`config.mk`:
```
export PLATFORM = sky130hd
export DESIGN_NAME = rf_writeback_ctrl
export DESIGN_NICKNAME = d
export VERILOG_FILES = /design/src/rtl/rf_writeback_ctrl.sv
export SDC_FILE = /design/constraint.sdc
export NUM_CORES = 1
export LEC_CHECK = 0
export CORE_UTILIZATION = 30
export DETAILED_ROUTE_END_ITERATION = 6
export PLACE_DENSITY = 0.59
export SYNTH_ARGS = -nofsm -noshare
export SYNTH_HDL_FRONTEND = slang
export SYNTH_SLANG_ARGS = --single-unit
```
`constraint.sdc`:
```
create_clock -name clk -period 8.6 [get_ports clk]
set_clock_uncertainty 0.15 [all_clocks]
set_input_delay 1.29 -clock clk [delete_from_list [all_inputs] [get_ports clk]]
set_output_delay 1.29 -clock clk [all_outputs]
set_load 0.01 [all_outputs]
```
`src/rtl/rf_writeback_ctrl.sv`:
```
// Write-back stage and register-file port controller: MEM/WB entry,
// one-hot write/read enables, write bypass and per-register scoreboard.
// Ports: clk, rst; issue_valid/issue_dst from decode; mw_* MEM result;
// wb_stall, flush; rd_src1/2 read addresses; WriteReg/D write port;
// ReadEnable1/2 read ports; byp1_en/byp2_en/byp_data bypass;
// src_hazard decode stall; sb_err sticky scoreboard error.
module rf_writeback_ctrl #(
  parameter int NREG = 16,
  parameter int DW   = 16,
  parameter int CW   = 2,
  localparam int AW  = $clog2(NREG)
) (
  input  logic          clk,
  input  logic          rst,
  input  logic          issue_valid,
  input  logic [AW-1:0] issue_dst,
  input  logic          mw_valid,
  input  logic          mw_wr,
  input  logic [AW-1:0] mw_dst,
  input  logic [DW-1:0] mw_data,
  input  logic          wb_stall,
  input  logic          flush,
  input  logic [AW-1:0] rd_src1,
  input  logic [AW-1:0] rd_src2,
  output logic [NREG-1:0] WriteReg,
  output logic [DW-1:0]   D,
  output logic [NREG-1:0] ReadEnable1,
  output logic [NREG-1:0] ReadEnable2,
  output logic            byp1_en,
  output logic            byp2_en,
  output logic [DW-1:0]   byp_data,
  output logic            src_hazard,
  output logic            sb_err
);

  typedef struct packed {
    logic          valid;
    logic          wr;
    logic [AW-1:0] dst;
    logic [DW-1:0] data;
  } wb_t;

  localparam logic [CW-1:0] CMAX = '1;

  wb_t           wb;
  logic [CW-1:0] cnt [NREG];
  logic          wfire;
  logic          haz1;
  logic          haz2;

  // A stalled entry keeps dst/data but drops valid so it writes once.
  always_ff @(posedge clk or posedge rst) begin
    if (rst) begin
      wb <= '0;
    end else if (flush) begin
      wb.valid <= 1'b0;
    end else if (!wb_stall) begin
      wb <= '{mw_valid, mw_wr, mw_dst, mw_data};
    end else begin
      wb.valid <= 1'b0;
    end
  end

  assign wfire = wb.valid & wb.wr & (wb.dst != '0);

  assign WriteReg    = wfire ? (NREG'(1) << wb.dst) : '0;
  assign D           = wb.data;
  assign byp_data    = wb.data;
  assign ReadEnable1 = NREG'(1) << rd_src1;
  assign ReadEnable2 = NREG'(1) << rd_src2;

  assign byp1_en = wfire & (rd_src1 == wb.dst) & (rd_src1 != '0);
  assign byp2_en = wfire & (rd_src2 == wb.dst) & (rd_src2 != '0);

  always_ff @(posedge clk or posedge rst) begin
    if (rst) begin
      for (int r = 0; r < NREG; r++) cnt[r] <= '0;
      sb_err <= 1'b0;
    end else if (flush) begin
      for (int r = 0; r < NREG; r++) cnt[r] <= '0;
    end else begin
      cnt[0] <= '0;
      for (int r = 1; r < NREG; r++) begin
        logic inc;
        logic dec;
        inc = issue_valid & (issue_dst == AW'(r));
        dec = wfire & (wb.dst == AW'(r));
        unique case (1'b1)
          inc & ~dec: begin
            if (cnt[r] == CMAX) sb_err <= 1'b1;
            else cnt[r] <= cnt[r] + 1'b1;
          end
          dec & ~inc: begin
            if (cnt[r] == '0) sb_err <= 1'b1;
            else cnt[r] <= cnt[r] - 1'b1;
          end
          default: cnt[r] <= cnt[r];
        endcase
      end
    end
  end

  // The write being bypassed already covers one pending count.
  assign haz1 = (rd_src1 != '0) &
                (cnt[rd_src1] > (byp1_en ? CW'(1) : CW'(0)));
  assign haz2 = (rd_src2 != '0) &
                (cnt[rd_src2] > (byp2_en ? CW'(1) : CW'(0)));
  assign src_hazard = haz1 | haz2;

endmodule

```
==> results.ini, run 1 <==
[routing]
drtPass1Iterations = 5
routed_wl_um = 13000
vias_per_cell = 5.20
drc_errors = 0
ant_nets = 0
first_iter_violations = 174
wl_per_cell_um = 16.1
route.vias.total = 4198

[yosys]
synth-seq-cells = 53
ys.flop_type = dfrtp_1
synthAdderAreaFrac_pct = 8.63
synth_top_area_share_pct = 28.6
synth_top_family_by_area = simple AND/OR/NAND/NOR gates
yosys.area.top_type = dfrtp_1
synth_edf_count = 0
synth-simple-area-share_pct = 26.2
synth_xor_area_share_pct = 1.51
synthMuxAreaShare_pct = 14.4
yosysUniqueCellTypes = 46
yosysSeqAreaShare_pct = 28.6
synth_nets = 616
avgSynthCellArea_um2 = 8.51
async_reset_ff_share_pct = 100
syn_area_mm2 = 0.00464
ys_top_cells_by_area = dfrtp_1 29%, ha_1 8.6%, nor2_1 7.0%, mux2_2 6.8%, mux4_2 5.8%
synth_common_cells = 86 x nor2_1, 53 x dfrtp_1, 38 x inv_1
syn_inst = 545
yosys.cell_count.top_type = nor2_1
ys_warn_count = 0
synth_compound_area_share_pct = 9.84

[cts]
cts_hold_buf = 0
cts_root_buffer = clkbuf_16
post_cts_buffers = 0
clk_latency_ns = 0.30
cts_buffers = 5
clock_sinks = 53
htree_levels = 2
cts_resized = 0
cts_tree = built
clkTransAtPathRegs_ns = 0.08
cts_buffer_depth = 2

[hold_path]
hp-class = flip-flop to flip-flop

[worst_setup_path]
slowest_delay_ns = 1.00
crit_fanout = 17
worstPathBufferInverterCount = 3
arrival_ns = 4.84
worst_setup_path_end_kind = output port
path_cells = clkdlybuf4s50_1, mux4_2, mux4_2, inv_1, ha_1, nor2_1, nor2_1, a21oi_1, o32ai_1, o21ai_0, clkdlybuf4s50_1
worst_path_max_delay_cell = clkdlybuf4s50_1
cp-start-kind = input port
crit_family = buffers and inverters
worstSetupPathType = input port to output port
cp.required_ns = 7.16

[floorplan]
die-height_um = 126
pin_count = 123
core-area_mm2 = 0.0151
rows = 45
die-area_mm2 = 0.0160
die_w_um = 126
initial_utilization_pct = 30.6

[placement]
pre_cts_ws_ns = 2.28
place_congestion = 0.849
dpl.cell_count = 800
port_buffers = 121
hpwl_um = 9840

[grt]
grt_pass1_vias = 4149
grt_max_degree = 54
grt_pass1_wl_um = 21300
antenna_found_initial = 0
grt_usage_pct = 16.6
overflow = 0

[timing]
maxSlewViolCount = 0
period_share_pct = 73.1
worst-slew-pin-transition_ns = 1.07
setup_viol = 0
setup_ws_ns = 2.32
fmax_mhz = 159
rsz0062_at_grt = false
setup_tns_ns = 0
hold_slack_ns = 0.377
min_period_ns = 6.28
relSlewSlack_pct = 28.5
finalHoldViolations = 0

[final_layout]
final_cells = 808
multi_input_area_mm2 = 0.00282
nNetsFinal = 690
seq_area_mm2 = 0.00133
fill_cells = 1506
syn_to_final_growth_pct = 27.7
diodes = 0
drive_gt1_share_pct = 9.03

[flow_run]
drv_cap = 0

[power_and_ir_drop]
p_leak_uw = 0.00237
peakVddDrop_mv = 0.0700
powerDensity_mw_per_mm2 = 119

[run_status]
outcome = finished, final reports clean

## metrics by stage
step           utilization, %  power [µW]  cell area (µm²)
4_1_cts                  39.1         710             5920
2_1_floorplan               -         401             4640
6_report                 39.1         703             5920
5_1_grt                  39.1         732             5920
3_5_place_dp             38.0         464             5750
3_3_place_gp             38.0         461             5750
## power by group
part	switching, µW	total [µW]	leakage (µW)	internal [µW]
logic	72.4	166	0.00159	94.1
clock network	105	245	0.0000859	140
registers	25.9	292	0.000691	266
## cells in the final DEF (no fill, tap or decap), types with 5 or more instances in the layout
cell type        netlist  final
mux2_2                28     28
nor4_1                 8      8
xor2_1                 8      8
nand2_1               25     25
nor2b_1               19     19
inv_1                 38     37
o21ai_0               22     22
dfrtp_1               53     53
nor4b_1                7      7
nand2b_1              28     28
nor3_1                22     22
a221oi_1              11     11
clkbuf_16              0      5
a21oi_1               35     35
clkdlybuf4s50_1        0    121
nand3_1                7      7
nor4bb_1               5      5
ha_1                  32     32
mux4_2                12     12
nand3b_1               6      6
nor2_1                86     85
## final cells by class
cell class / instances / share of cell area, %
clock inverter: 3 / 0.845
sequential: 53 / 22.4
multi-input combinational: 398 / 47.6
inverter: 38 / 2.41
clock buffer: 5 / 2.11
tap: 188 / 3.97
timing repair buffer: 123 / 20.7
## worst reg2reg max path: cells and delay by family (launching register included)
kind	cells	cell delay (ns)
flops	1	0.76
simple gates	7	2.24
compound gates	2	0.22
fa+ha+maj	1	0.27
## cell families after synthesis
| group | count (synthesis) |
|---|---|
| adders and majority gates | 32 |
| xor gates and xnor gates | 8 |
| AOI/OAI and AO/OA | 78 |
| and+or+nand+nor | 234 |
| buffers and inverters | 94 |
| muxes | 45 |
| other | 1 |
| DFF | 53 |
## flip-flops by register name, summed over array words and instances, names as in the netlist
name / cells
D: 16
cnt: 30
sb_err: 1
wb: 6
## per-layer routing
layer  global-route usage (%)  share of wire, %
met1                     20.1                42
met2                     30.3                51
met3                     2.40               5.0
met4                     5.32               1.5
met5                        0                 0
## path summary, 6_finish.rpt
kind                       cells after the start               start                 end  slack, ns
hold / removal                                 1  sb_err$_DFFE_PP0N_  sb_err$_DFFE_PP0N_       0.38
hold reg to reg                                1  sb_err$_DFFE_PP0N_  sb_err$_DFFE_PP0N_       0.38
setup / recovery                              11          rd_src2[0]          src_hazard       2.32
setup reg to reg                              10  wb[17]$_DFFE_PP0P_  sb_err$_DFFE_PP0N_       4.83
min in group asynchronous                      3                 rst   D[13]$_DFFE_PP0P_       1.36
max in group asynchronous                      3                 rst  cnt[0]$_DFFE_PP0P_       6.47
Note: power is estimated with default switching activity, not from simulation.
==> run 2: changes to the inputs <==
==> constraint.sdc (replaced) <==
create_clock -name clk -period 6.5 [get_ports clk]
set_clock_uncertainty 0.15 [all_clocks]
set_input_delay 0.975 -clock clk [delete_from_list [all_inputs] [get_ports clk]]
set_output_delay 0.975 -clock clk [all_outputs]
set_load 0.01 [all_outputs]
==> run 2 against run 1 <==
Effect of this change:
- sequential cell count stayed put
- non-clock buffer count rose by 3
- wire length rose by 1.1%
- clock power grew 31%
- register-to-register slack got worse by 2.1 ns
- global-route usage increased by 0.48 points
- largest power group unchanged
- design area is 0.38% higher
- via count fell by 1.1%
- combinational power rose by 33%
- die area unchanged
- critical path depth increased by 3
- count of clock-buffer cells in the layout is the same
==> results.ini, run 2 (synthesis gave the netlist of run 1 again) <==
[timing]
period_share_pct = 85.7
rsz0062_at_grt = false
setup_viol = 0  ; unchanged
fmax_mhz = 180
min_period_ns = 5.57
maxSlewViolCount = 0  ; unchanged
finalHoldViolations = 0  ; unchanged
relSlewSlack_pct = 29.4  ; +0.87 points
setup_tns_ns = 0  ; unchanged
worst-slew-pin-transition_ns = 1.06  ; -0.0131 ns

[worst_setup_path]
cp-start-kind = input port
r2r-end = sb_err$_DFFE_PP0N_
arrival_ns = 4.44  ; -0.40 ns
slowest_delay_ns = 0.76  ; -0.24 ns
cp.required_ns = 5.37  ; -1.79 ns
worstSetupPathType = input port to output port
reg2reg_slack_ns = 2.75  ; -2.08 ns
reg2reg_from = wb[17]$_DFFE_PP0P_
rr_worst_depth = 10  ; unchanged
worst_setup_path_end_kind = output port
crit_fanout = 10  ; -7
path_cells = clkdlybuf4s50_1, buf_4, mux2_2, nand2_1, o21ai_0, mux4_2, inv_1, ha_1, nor2_1, nor2_1, a21oi_1, o32ai_1, o21ai_0, clkdlybuf4s50_1
worst_path_max_delay_cell = clkdlybuf4s50_1

[grt]
grt_pass1_vias = 4198  ; +1.2%
globalRouteMet1Util_pct = 21.0  ; +0.91 points
antenna_found_initial = 0  ; unchanged
grt_max_degree = 54  ; unchanged
busiest_layer = met2
use_met3_pct = 1.86  ; -0.55 points
grt_pass1_wl_um = 21800  ; +2.0%
overflow = 0  ; unchanged
use_met2_pct = 31.1  ; +0.78 points
grt_usage_pct = 17.1  ; +0.48 points

[hold_path]
min_to = sb_err$_DFFE_PP0N_
hold_depth = 1  ; unchanged
hp-start = sb_err$_DFFE_PP0N_
hp-class = flip-flop to flip-flop

[final_layout]
largest_reg_flops = 30  ; unchanged
final_common_cell = clkdlybuf4s50_1
top_register = cnt
syn_to_final_growth_pct = 28.2
final_cell_mix = 121 x clkdlybuf4s50_1, 85 x nor2_1, 53 x dfrtp_1
nNetsFinal = 693  ; +0.43%
diodes = 0  ; unchanged
drive_gt1_share_pct = 9.47  ; +0.44 points

[routing]
routed_wl_um = 13100  ; +1.1%
first_iter_violations = 211  ; +21%
wl_per_cell_um = 16.2  ; +0.76%
ant_nets = 0  ; unchanged
route.vias.total = 4153  ; -1.1%
vias_per_cell = 5.12  ; -1.4%
drtPass1Iterations = 4  ; -1
drc_errors = 0  ; unchanged

[power_and_ir_drop]
seq_power_share_pct = 41.7  ; +0.2 points
peakVddDrop_mv = 0.116  ; +66%
power_switching_uw = 267  ; +31%
switching_share_pct = 28.7  ; -0.19 points
p_clk_share_pct = 34.5  ; -0.4 points
combPwrFrac_pct = 23.8  ; about the same
powerDensity_mw_per_mm2 = 156  ; +32%
p_leak_uw = 0.00238  ; +0.61%
power_uw = 929  ; +32%
p_int_uw = 662  ; +32%

[cts]
cts_tree = built
clk_latency_ns = 0.30  ; about the same
clock_sinks = 53  ; unchanged
clkTransAtPathRegs_ns = 0.08  ; about the same
cts_hold_buf = 0  ; unchanged
cts_buffers = 5  ; unchanged
post_cts_buffers = 0  ; unchanged
cts_buffer_depth = 2  ; unchanged
cts_resized = 0  ; unchanged
cts_root_buffer = clkbuf_16
htree_levels = 2  ; unchanged

[placement]
port_buffers = 121  ; unchanged
hpwl_um = 10100  ; +2.6%
place_congestion = 0.888  ; +4.5%

[flow_run]
drv_cap = 0  ; unchanged

[floorplan]
die-height_um = 126  ; unchanged
rows = 45  ; unchanged
initial_utilization_pct = 30.6  ; unchanged
pin_count = 123  ; unchanged
die-area_mm2 = 0.0160  ; unchanged
core-area_mm2 = 0.0151  ; unchanged
die_w_um = 126  ; unchanged

[run_status]
outcome = finished, final reports clean

[run 2: per-layer routing]
metal | part of all wire, % | vias to the layer above | wire length (µm)
met2 | 51 | 131 | 6630
met4 | 2.2 | 0 | 283
met5 | 0 | - | 0
met3 | 4.2 | 18 | 553
li1 | - | 2016 | -
met1 | 43 | 1988 | 5650
[run 2: worst max path at each step]
stage                           from         end  slack, ns  cells past startpoint
after floorplan           rd_src2[0]  src_hazard       2.05                     11
after global placement    rd_src2[0]  src_hazard       1.03                     14
final                     rd_src2[0]  src_hazard       0.93                     14
after global routing      rd_src2[0]  src_hazard       0.64                     14
after CTS                 rd_src2[0]  src_hazard       0.93                     14
after detailed placement  rd_src2[0]  src_hazard       0.92                     14
[run 2: critical path, delay by kind of cell]
family / cells / cell delay (ns)
AO/OA/AOI/OAI: 4 / 0.49
AND/OR/NAND/NOR: 3 / 0.30
multiplexers: 2 / 0.79
adder cells (fa/ha/maj): 1 / 0.22
buffers and inverters: 4 / 1.65
[run 2: final cells by class]
type	instances	area [µm²]
Inverter	38	143
Fill cell	1505	9200
Timing Repair Buffer	126	1250
Clock buffer	5	125
Tap cell	188	235
Clock inverter	3	50.0
Multi-Input combinational cell	398	2820
Sequential cell	53	1330
[run 2: stage by stage]
stage / setup slack, ns / instance area (µm²) / hold slack (ns) / cells / utilization (%)
floorplan: 2.05 / 4640 / 0.356 / 545 / -
finish: 0.932 / 5950 / 0.344 / 811 / 39.3
global placement: 1.03 / 5770 / 0.315 / 803 / 38.1
detailed placement: 0.923 / 5770 / 0.325 / 803 / 38.1
global route: 0.638 / 5950 / 0.391 / 811 / 39.3
CTS: 0.926 / 5950 / 0.347 / 811 / 39.3
[run 2: power groups by stage]
stage	sequential (µW)	combinational (µW)	clock (µW)
global placement	392	219	0
detailed placement	394	223	0
global route	392	240	341
CTS	388	224	328
floorplan	372	159	0
finish	387	221	320
==> run 3: changes to the inputs <==
--- a/config.mk
+++ b/config.mk
@@ -11,3 +11,4 @@
 export SYNTH_ARGS = -nofsm -noshare
 export SYNTH_HDL_FRONTEND = slang
 export SYNTH_SLANG_ARGS = --single-unit
+export TNS_END_PERCENT = 1
==> results of run 3 <==
Same layout as run 2: the final DEF is identical, and so are final timing and power.
